--- config.mk ---
export PLATFORM = sky130hd
export DESIGN_NAME = if_id_buffer
export DESIGN_NICKNAME = d
export VERILOG_FILES = /design/src/rtl/isa_defs_pkg.sv /design/src/rtl/ifid_ptr_ctrl.sv /design/src/rtl/if_id_buffer.sv
export SDC_FILE = /design/constraint.sdc
export NUM_CORES = 1
export LEC_CHECK = 0
export BUFFER_PORTS_ARGS = -buffer_cell sky130_fd_sc_hd__buf_4
export CAP_MARGIN = 20
export CORE_AREA = 2 2 102 104
export DETAILED_ROUTE_END_ITERATION = 8
export DIE_AREA = 0 0 104 106
export PLACE_DENSITY_LB_ADDON = 0.05
export SLEW_MARGIN = 20
export SYNTH_ARGS = -nofsm -noshare
export SYNTH_HDL_FRONTEND = slang
export SYNTH_SLANG_ARGS = --single-unit
--- constraint.sdc ---
create_clock -name clk -period 3.9 [get_ports clk]
set_clock_uncertainty 0.1 [all_clocks]
set_input_delay 0.195 -clock clk [delete_from_list [all_inputs] [get_ports clk]]
set_output_delay 0.195 -clock clk [all_outputs]
set_load 0.01 [all_outputs]
--- src/rtl/isa_defs_pkg.sv ---
// Shared ISA constants for the 16-bit pipeline: NOP encoding, HALT opcode,
// opcode field position, and the IF/ID entry layout.
package isa_defs_pkg;

    localparam logic [15:0] NOP_ENC     = 16'h0800;
    localparam logic [4:0]  HALT_OPCODE = 5'b00000;
    localparam int          OPC_MSB     = 15;
    localparam int          OPC_LSB     = 11;

    // One fetched instruction together with its PC and PC+2.
    typedef struct packed {
        logic [15:0] instr;
        logic [15:0] pc;
        logic [15:0] pc_next;
    } ifid_entry_t;

    // True when the opcode field of instr matches the given HALT opcode.
    function automatic logic is_halt(input logic [15:0] instr, input logic [4:0] halt_opc);
        return instr[OPC_MSB:OPC_LSB] == halt_opc;
    endfunction

endpackage

--- src/rtl/ifid_ptr_ctrl.sv ---
// Pointer/occupancy control for the IF/ID buffer: read/write pointers,
// entry count and HALT fence, with reset > flush > normal push/pop priority.
// Handshake: a push happens on an edge where if_valid_i & if_ready_o & !flush_i;
// a pop happens where id_valid_o & id_ready_i & !flush_i. if_ready_o is a
// function of registered state and rst only, never of id_ready_i.
module ifid_ptr_ctrl
    import isa_defs_pkg::*;
#(
    parameter  int DEPTH = 2,
    localparam int PTR_W = $clog2(DEPTH),
    localparam int CNT_W = PTR_W + 1
) (
    input  logic             clk,
    input  logic             rst,
    input  logic             flush_i,
    input  logic             if_valid_i,
    input  logic             id_ready_i,
    input  logic             push_halt_i,
    output logic             if_ready_o,
    output logic             id_valid_o,
    output logic             push_o,
    output logic [PTR_W-1:0] wr_ptr_o,
    output logic [PTR_W-1:0] rd_ptr_o,
    output logic             halt_seen_o
);

    logic [CNT_W-1:0] count_q, count_d;
    logic [PTR_W-1:0] wr_ptr_q, wr_ptr_d;
    logic [PTR_W-1:0] rd_ptr_q, rd_ptr_d;
    logic             halt_q, halt_d;
    logic             pop;

    assign if_ready_o  = !rst && (count_q < CNT_W'(DEPTH)) && !halt_q;
    assign id_valid_o  = (count_q != '0);
    assign push_o      = if_valid_i && if_ready_o && !flush_i;
    assign pop         = id_valid_o && id_ready_i && !flush_i;
    assign wr_ptr_o    = wr_ptr_q;
    assign rd_ptr_o    = rd_ptr_q;
    assign halt_seen_o = halt_q;

    // Next-state for pointers, count and HALT fence; flush wipes everything.
    always_comb begin
        count_d  = count_q;
        wr_ptr_d = wr_ptr_q;
        rd_ptr_d = rd_ptr_q;
        halt_d   = halt_q;
        if (flush_i) begin
            count_d  = '0;
            wr_ptr_d = '0;
            rd_ptr_d = '0;
            halt_d   = 1'b0;
        end else begin
            // Pointers wrap naturally because DEPTH is a power of two.
            if (push_o) begin
                wr_ptr_d = wr_ptr_q + PTR_W'(1);
                if (push_halt_i) halt_d = 1'b1;
            end
            if (pop) rd_ptr_d = rd_ptr_q + PTR_W'(1);
            case ({push_o, pop})
                2'b10:   count_d = count_q + CNT_W'(1);
                2'b01:   count_d = count_q - CNT_W'(1);
                default: count_d = count_q;
            endcase
        end
    end

    // State registers with synchronous reset.
    always_ff @(posedge clk) begin
        if (rst) begin
            count_q  <= '0;
            wr_ptr_q <= '0;
            rd_ptr_q <= '0;
            halt_q   <= 1'b0;
        end else begin
            count_q  <= count_d;
            wr_ptr_q <= wr_ptr_d;
            rd_ptr_q <= rd_ptr_d;
            halt_q   <= halt_d;
        end
    end

endmodule

--- src/rtl/if_id_buffer.sv ---
// Elastic IF/ID boundary: DEPTH-entry queue of {instr, PC, PC+2} between
// fetch and decode, with flush, HALT fencing and NOP injection when empty.
module if_id_buffer
    import isa_defs_pkg::*;
#(
    parameter int          DEPTH     = 2,
    parameter logic [15:0] NOP_INSTR = NOP_ENC,
    parameter logic [4:0]  HALT_OPC  = HALT_OPCODE
) (
    input  logic        clk,
    input  logic        rst,
    input  logic        if_valid,
    input  logic [15:0] if_instr,
    input  logic [15:0] if_pc,
    input  logic [15:0] if_pc_next,
    output logic        if_ready,
    output logic        id_valid,
    output logic [15:0] id_instr,
    output logic [15:0] id_pc,
    output logic [15:0] id_pc_next,
    input  logic        id_ready,
    input  logic        flush,
    output logic        halt_seen
);

    localparam int PTR_W = $clog2(DEPTH);

    ifid_entry_t      mem_q [DEPTH];
    ifid_entry_t      head;
    logic             push;
    logic [PTR_W-1:0] wr_ptr;
    logic [PTR_W-1:0] rd_ptr;

    ifid_ptr_ctrl #(.DEPTH(DEPTH)) u_ptr_ctrl (
        .clk         (clk),
        .rst         (rst),
        .flush_i     (flush),
        .if_valid_i  (if_valid),
        .id_ready_i  (id_ready),
        .push_halt_i (is_halt(if_instr, HALT_OPC)),
        .if_ready_o  (if_ready),
        .id_valid_o  (id_valid),
        .push_o      (push),
        .wr_ptr_o    (wr_ptr),
        .rd_ptr_o    (rd_ptr),
        .halt_seen_o (halt_seen)
    );

    // Entry storage; no reset needed because outputs are masked by id_valid.
    always_ff @(posedge clk) begin
        if (push) begin
            mem_q[wr_ptr] <= '{instr: if_instr, pc: if_pc, pc_next: if_pc_next};
        end
    end

    // Head mux: present the oldest entry, or a NOP bubble when empty.
    always_comb begin
        head = mem_q[rd_ptr];
        if (id_valid) begin
            id_instr   = head.instr;
            id_pc      = head.pc;
            id_pc_next = head.pc_next;
        end else begin
            id_instr   = NOP_INSTR;
            id_pc      = 16'h0000;
            id_pc_next = 16'h0000;
        end
    end

endmodule

==> metrics.txt, run 1 <==
crit path launch type=input pin; CTS Root Cell=clkbuf_8; hold buffer count at cts=51; worst path cell trace=dlygate4sd3_1 > buf_4 > nor2_1 > nand2_1 > ha_1 > xor2_1 > nor3_1 > dlygate4sd3_1; Synth cell types=20; H-tree lvl count=3; fin worst setup slack=1.52 ns; Leakage=1.99 nW; CP endpoint=u_ptr_ctrl.count_q[0]$_SDFFE_PP0P_; DR vias/cell=4.50; fraction of layout cells with a size suffix above 1=31.4%; first-pass GRT wire length=12.0 mm; Remaining DRCs=0; die height=106 um; worst setup path category=input pin to register; WL final=7.52 mm; chip width=104 um; r2r startpoint=u_ptr_ctrl.count_q[1]$_SDFFE_PP0P_; CP max FO=6; DR pass1 iterations=4; post-CTS setup buffer count=0; final setup TNS=0 ns; total CTS buffers=9; Final HPWL DP=4.47 mm; R2R cell count=6; async set or reset register ratio after synthesis=0%; FF+latch count, synth=102; Final Util=55.2%; largest net degree at the start of global routing=49; Rows=37; Period minus WS final=2.38 ns; Reg clk slew, reported paths=0.09 ns; most frequent cells after synthesis=edfxtp_1, nor2_1, mux2i_1, dfxtp_1, nor3_1; GP Congestion=0.725; DR WL/cell=14.1 um; max cap viols=0; CP peak stage delay=0.56 ns; r2r setup slk=1.67 ns; Routed Antenna Nets=0; Fillers=879; number of synthesized flops with an enable pin=96; Syn Inst Count=236; Post-Syn Nets=290; Required @ worst endpoint=4.10 ns; clock latency on the worst-skew pair=0.35 ns; Layout area overhead=41.4%; CP Data Arrival Time=2.58 ns; RSZ-0062 raised after global routing=no; nets=447; Max Fclk=420 MHz; DRT iter0 DRCs=74; yosys warns=0; core region area=10000 sq um; r2r endpoint=u_ptr_ctrl.count_q[0]$_SDFFE_PP0P_; Netlist Area Pre-Place=3900 sq um; CP dominant cell by count=dlygate4sd3_1; GR Overflow Total=0; worst setup path startpoint=rst; Final Hold Fails=0; sequential-to-total area share from yosys stat=77.0%; Slew Viols, Final=0; post-CTS sizing=0; Yosys top cell area share=73.9%; Critical Path End Type=register; Synth area leader=edfxtp_1; final setup fails=0; fin crit share=61.0%; HP Class=input pin to register; Antenna Cells=0; VDD IR max=0.000160 V; CTS tree=yes; Slew @ Worst Pin=0.866 ns; Power per Cell Area=364 nW/um^2; clk sinks=102; GRT Overall Usage=14.1%; die footprint=11000 sq um; IO Pins=104; most frequent cell after synthesis=edfxtp_1; PortBufs=103; overall power=2.01 mW; initial antenna violation count=0; total number of vias=2404; syn avg cell area=16.5 sq um; largest buffer count on any clock path=2; slowest stage cell, crit path=dlygate4sd3_1; status=finished clean; number of global-route vias before repair=2491; Slew HR=42.3%; initial core utilization=39.0%; DP Worst Slack=1.68 ns; largest cells by area after synthesis=edfxtp_1, mux2i_1, nor2_1, dfxtp_1, buf_6; ys flop type=edfxtp_1
==> kinds of logic after synthesis <==
kind of cell	count (synthesis)	share of synthesized area, %
compound gates	4	0.577
xor+xnor	4	0.898
fa+ha+maj	1	0.321
buf+inv	12	2.05
flops	102	77.0
mux	48	12.3
simple gates	65	6.83
==> power by group <==
group	leakage (nW)	total (mW)	internal (mW)	switching, mW
sequential	0.921	1.22	1.22	0.00707
combinational	0.972	0.147	0.0898	0.0574
clock	0.0935	0.637	0.299	0.338
==> per-layer routing <==
layer | wire length (um) | share of wire (%) | global-route usage (%)
met5 | 0 | 0 | 0
met4 | 94 | 1.2 | 6.37
met3 | 323 | 4.3 | 3.43
met2 | 3930 | 52 | 24.5
met1 | 3180 | 42 | 16.8
==> per-stage QoR <==
stage	cells	hold slack, ns	area (sq um)
3_3_place_gp	467	0.280	4810
4_1_cts	534	0.216	5520
5_1_grt	534	0.238	5520
3_5_place_dp	467	0.282	4810
6_report	534	0.232	5520
2_1_floorplan	236	0.172	3900
==> worst max-delay path, delay by kind of cell <==
kind	cells	cell delay [ns]
fa+ha+maj	1	0.36
xor+xnor	1	0.18
buf+inv	3	1.25
simple gates	3	0.59
==> area by class of cell <==
cell class / count / area [sq um] / share of cell area, %
Inverter: 1 / 3.75 / 0.0681
Timing Repair Buffer: 157 / 1310 / 23.7
Clock buffer: 11 / 131 / 2.38
Sequential cell: 102 / 3010 / 54.5
Clock inverter: 5 / 60.1 / 1.09
Tap cell: 136 / 170 / 3.09
Multi-Input combinational cell: 122 / 837 / 15.2
==> sequential cells by signal (all words and copies together) (netlist names), named ones only <==
name / cells
u_ptr_ctrl.rd_ptr_o: 1
u_ptr_ctrl.count_q: 2
u_ptr_ctrl.halt_seen_o: 1
mem_q: 96
u_ptr_ctrl.wr_ptr_o: 1
==> worst min-delay path by stage <==
stage                   from                               end  slack, ns  cells past startpoint
floorplan              flush  u_ptr_ctrl.wr_ptr_o$_SDFFE_PP0N_       0.17                      1
global placement    if_pc[5]            mem_q[0][21]$_DFFE_PP_       0.28                      1
detailed placement  if_pc[5]            mem_q[0][21]$_DFFE_PP_       0.28                      1
CTS                 id_ready  u_ptr_ctrl.rd_ptr_o$_SDFFE_PP0P_       0.22                      4
global route        if_valid  u_ptr_ctrl.wr_ptr_o$_SDFFE_PP0N_       0.24                      4
finish              id_ready  u_ptr_ctrl.rd_ptr_o$_SDFFE_PP0P_       0.23                      4
==> layout by cell type (no fill, tap or decap), types with 2 or more instances in the layout <==
master         instances
buf_4                106
nor2_1                50
clkbuf_1               2
xnor2_1                2
dfxtp_1                5
nor3_1                 6
dlygate4sd3_1         51
xor2_1                 2
clkinv_4               2
edfxtp_1              96
mux2i_1               48
clkbuf_8               9
nand2_1                3
nor2_4                 2
o21ai_0                3
Note: power is estimated with default switching activity, not from simulation.
==> run 2, diff against run 1 <==
Clock period 3.9 ns to 2 ns, I/O delays scaled along.
==> run 2 against run 1 <==
Compared with the run above:
- largest cell class unchanged
- highest routed layer unchanged
- critical path depth fell by 3
- die area stayed put
- count of clock-buffer cells in the layout down 2
- total power is 90% higher
- global-route usage shrank 0.47 points
- critical endpoint is now u_ptr_ctrl.count_q[1]$_SDFFE_PP0P_
- hold slack lost 0.097 ns
- largest power group unchanged
==> metrics.txt, run 2 (synthesis results as in run 1) <==
max cap viols=0; status=finished clean; Final Hold Fails=0; final setup TNS=0 ns; initial core utilization=39.0%; DP Area=4910 sq um; DR pass1 iterations=6; DP Worst Slack=0.169 ns; CTS tree=yes; Final HPWL DP=4.57 mm; Slew @ Worst Pin=0.336 ns; Final Util=55.8%; largest reg by FF count=mem_q; VDD IR max=0.000365 V; CTS Root Cell=clkbuf_8; Routed Antenna Nets=0; DRT iter0 DRCs=82; die height=106 um; initial antenna violation count=0; largest buffer count on any clock path=2; clock latency on the worst-skew pair=0.36 ns; design area=5580 sq um; biggest regs=mem_q: 96 flops, u_ptr_ctrl.count_q: 2 flops; post-CTS sizing=0; Slew Viols, Final=0; chip width=104 um; RSZ-0062 raised after global routing=no; crit path launch type=register; Rows=37; CP peak stage delay=0.40 ns; CP top delay family=simple AND/OR/NAND/NOR gates; fin worst setup slack=0.155 ns; Slew HR=77.6%; largest net degree at the start of global routing=29; Antenna Cells=0; Critical Path End Type=register; HP Class=input pin to register; PortBufs=103; number of global-route vias before repair=2382; WL final=7.37 mm; fraction of layout cells with a size suffix above 1=32.9%; die footprint=11000 sq um; Required @ worst endpoint=2.20 ns; H-tree lvl count=3; post-CTS setup buffer count=0; CP max FO=6; Leakage=2.02 nW; GR Overflow Total=0; Final Hold Slack=0.135 ns; final setup fails=0; Power per Cell Area=685 nW/um^2; DR WL/cell=13.7 um; total number of vias=2434; nets=453; worst path cell trace=nor3b_2 > nand2_1 > ha_1 > or3_1 > a21boi_1; CP Data Arrival Time=2.05 ns; commonest non-fill, non-tap cell in the layout=buf_4; Fillers=881; slowest stage cell, crit path=dfxtp_1; core region area=10000 sq um; GRT Overall Usage=13.7%; Reg clk slew, reported paths=0.10 ns; fin crit share=92.2%; first-pass GRT wire length=11.5 mm; max FFs per register=96; Remaining DRCs=0; worst setup path category=register to register; most frequent cells in the layout=buf_4, edfxtp_1, nor2_1, dlygate4sd3_1, mux2i_1; GP Congestion=0.700; Max Fclk=542 MHz; total CTS buffers=9; hold buffer count at cts=50; clk sinks=102; DR vias/cell=4.51; Layout area overhead=43.2%; CP bufs+invs=0; IO Pins=104; Period minus WS final=1.84 ns
-- run 2: power by group --
| part | internal [mW] | switching (mW) | total, mW |
|---|---|---|---|
| Clock | 0.455 | 0.689 | 1.14 |
| Sequential | 2.37 | 0.0112 | 2.38 |
| Combinational | 0.182 | 0.115 | 0.297 |
-- run 2: metal layers --
metal	share of wire [%]	GRT usage [%]	vias up	routed length, um
li1	-	-	1189	-
met4	1.6	6.66	0	115
met2	51	23.4	62	3750
met5	0	0	-	0
met1	43	16.4	1174	3200
met3	4.1	2.94	9	305
-- run 2: path summary, 6_finish.rpt --
check                                      start                             endpoint  slack, ns  cells past startpoint
max reg2reg   u_ptr_ctrl.count_q[1]$_SDFFE_PP0P_   u_ptr_ctrl.count_q[1]$_SDFFE_PP0P_       0.16                      5
min                                     if_valid     u_ptr_ctrl.wr_ptr_o$_SDFFE_PP0N_       0.13                      4
min reg2reg  u_ptr_ctrl.halt_seen_o$_SDFFE_PP0P_  u_ptr_ctrl.halt_seen_o$_SDFFE_PP0P_       0.42                      2
max           u_ptr_ctrl.count_q[1]$_SDFFE_PP0P_   u_ptr_ctrl.count_q[1]$_SDFFE_PP0P_       0.16                      5
-- run 2: final cells by class --
class                           instances  area [sq um]  area share [%]
Clock buffer                            9           124            2.22
Clock inverter                          7          47.5           0.851
Inverter                                1          3.75          0.0672
Multi-Input combinational cell        122           833            14.9
Sequential cell                       102          3010            53.8
Tap cell                              136           170            3.05
Timing Repair Buffer                  163          1400            25.1
-- run 2: metrics by stage --
step / power (mW) / cells
after global placement: 2.65 / 474
final: 3.82 / 540
after floorplan: 2.51 / 236
after global routing: 3.98 / 540
after detailed placement: 2.65 / 474
after CTS: 3.87 / 540
-- run 2: tightest hold or removal path: cells and delay by family --
family        cells  cell delay [ns]
xor+xnor          1             0.14
simple gates      2             0.20
buf+inv           1             0.11
==> run 3, diff against run 2 <==
Clock period 2 ns to 2.15 ns, I/O delays scaled along.
==> run 3 against run 2 <==
Compared with the run above:
- combinational power decreased by 8.8%
- via count decreased by 2.1%
- first-iteration DRC count increased by 2.4%
- hold slack got worse by 0.0011 ns
- sequential share of layout area increased by 0.060 points
- sequential power decreased by 7%
- worst setup slack improved by 0.11 ns
- global-route usage decreased by 0.19 points
- count of clock-buffer cells in the layout unchanged
==> metrics.txt, run 3 (synthesis results as in run 1) <==
sw power=772 uW; hold buffer count at cts=50; H-tree lvl count=3; most frequent cells in the layout=buf_4, edfxtp_1, nor2_1, dlygate4sd3_1, mux2i_1; total number of vias=2384; CP bufs+invs=2; VDD IR max=0.000382 V; Layout area overhead=43.0%; crit path launch type=input pin; number of global-route vias before repair=2350; Slew @ Worst Pin=0.394 ns; Routed Antenna Nets=0; r2r endpoint=u_ptr_ctrl.count_q[1]$_SDFFE_PP0P_; clk sinks=102; Critical Path End Type=register; R2R cell count=5; final setup fails=0; Worst Hold End=u_ptr_ctrl.wr_ptr_o$_SDFFE_PP0N_; CP max FO=6; CP Data Arrival Time=2.08 ns; GR Overflow Total=0; Sw Ratio=20.9%; biggest regs=mem_q: 96 flops, u_ptr_ctrl.count_q: 2 flops; largest net degree at the start of global routing=29; Period minus WS final=1.88 ns; status=finished clean; commonest non-fill, non-tap cell in the layout=buf_4; CP peak stage delay=0.54 ns; hold path start=if_valid; RSZ-0062 raised after global routing=no; core region area=10000 sq um; total CTS buffers=9; max FFs per register=96; max cap viols=0; post-CTS setup buffer count=0; Max Fclk=531 MHz; worst setup path category=input pin to register; post-CTS sizing=0; DRT iter0 DRCs=84; final setup TNS=0 ns; DR WL/cell=13.7 um; PortBufs=103; r2r startpoint=u_ptr_ctrl.count_q[1]$_SDFFE_PP0P_; Final Hold Fails=0; CTS Root Cell=clkbuf_8; die height=106 um; CTS tree=yes; nets=451; Reg clk slew, reported paths=0.10 ns; Slew Viols, Final=0; worst path cell trace=dlygate4sd3_1 > buf_4 > nor2_1 > nand2_1 > ha_1 > or3_1 > a21boi_1; die footprint=11000 sq um; Reg power frac=59.9%; Remaining DRCs=0; IO Pins=104; largest reg by FF count=mem_q; r2r setup slk=0.32 ns; fraction of layout cells with a size suffix above 1=32.8%; largest buffer count on any clock path=2; CP top delay family=simple AND/OR/NAND/NOR gates; Pint=2.93 mW; initial core utilization=39.0%; DR vias/cell=4.43; overall power=3.70 mW; clock latency on the worst-skew pair=0.35 ns; Logic pwr share=7.3%; Antenna Cells=0; first-pass GRT wire length=11.4 mm; GRT Overall Usage=13.5%; Final HPWL DP=4.55 mm; chip width=104 um; DR pass1 iterations=4; clock share of power=32.8%; HP Class=input pin to register; Rows=37; Power per Cell Area=664 nW/um^2; WL final=7.35 mm; slowest stage cell, crit path=dlygate4sd3_1; Leakage=2.03 nW; GP Congestion=0.701; fin crit share=87.6%; initial antenna violation count=0; Slew HR=73.7%; Required @ worst endpoint=2.34 ns; hold depth=4
[run 3: cell count changes in the layout (fill, tap and decap cells not counted)]
cell / delta
buf_12: -2
bufinv_16: +1
clkinv_1: -1
clkinv_2: -1
clkinv_4: +1
clkinvlp_4: -1
inv_8: +1
[run 3: routing by layer]
metal	vias to the layer above	share of wire, %	global-route usage, %
met5	-	0	0
met2	62	51	23.4
met1	1124	44	16.1
li1	1190	-	-
met3	8	3.9	3.07
met4	0	1.3	6.08
[run 3: worst max-delay path by stage]
stage | end | slack, ns | cells after the start | startpoint
floorplan | mem_q[0][0]$_DFFE_PP_ | 0.19 | 3 | u_ptr_ctrl.halt_seen_o$_SDFFE_PP0P_
finish | u_ptr_ctrl.count_q[1]$_SDFFE_PP0P_ | 0.27 | 7 | rst
CTS | id_pc_next[4] | 0.22 | 4 | register
global route | id_pc_next[4] | 0.16 | 4 | register
detailed placement | u_ptr_ctrl.count_q[1]$_SDFFE_PP0P_ | 0.33 | 5 | u_ptr_ctrl.count_q[1]$_SDFFE_PP0P_
global placement | u_ptr_ctrl.count_q[1]$_SDFFE_PP0P_ | 0.35 | 5 | u_ptr_ctrl.count_q[1]$_SDFFE_PP0P_
[run 3: tightest hold or removal path, stage by stage]
cell	delay (ns)
buf_4	0.11
nor3b_2	0.16
xnor2_1	0.13
nor3_1	0.04
[run 3: final cells by class]
type	count	area (sq um)
fill	875	4420
sequential	102	3010
timing repair buffer	161	1360
multi-input combinational	122	833
tap	136	170
clock buffer	9	124
clock inverter	7	81.3
inverter	1	3.75
[run 3: through the flow]
stage | util [%] | cell area [sq um] | hold WS (ns) | std cells | worst slack, ns
finish | 55.8 | 5580 | 0.134 | 538 | 0.266
global route | 55.8 | 5580 | 0.117 | 538 | 0.156
CTS | 55.8 | 5580 | 0.117 | 538 | 0.224
detailed placement | 48.7 | 4870 | 0.196 | 472 | 0.330
global placement | 48.7 | 4870 | 0.192 | 472 | 0.348
floorplan | - | 3910 | 0.0842 | 236 | 0.191
[run 3: power by group through the flow]
stage | clock network, mW | logic (mW) | registers [mW]
floorplan | 0 | 0.0676 | 2.26
global placement | 0 | 0.199 | 2.26
detailed placement | 0 | 0.201 | 2.26
CTS | 1.26 | 0.275 | 2.22
global route | 1.35 | 0.294 | 2.22
finish | 1.21 | 0.271 | 2.22
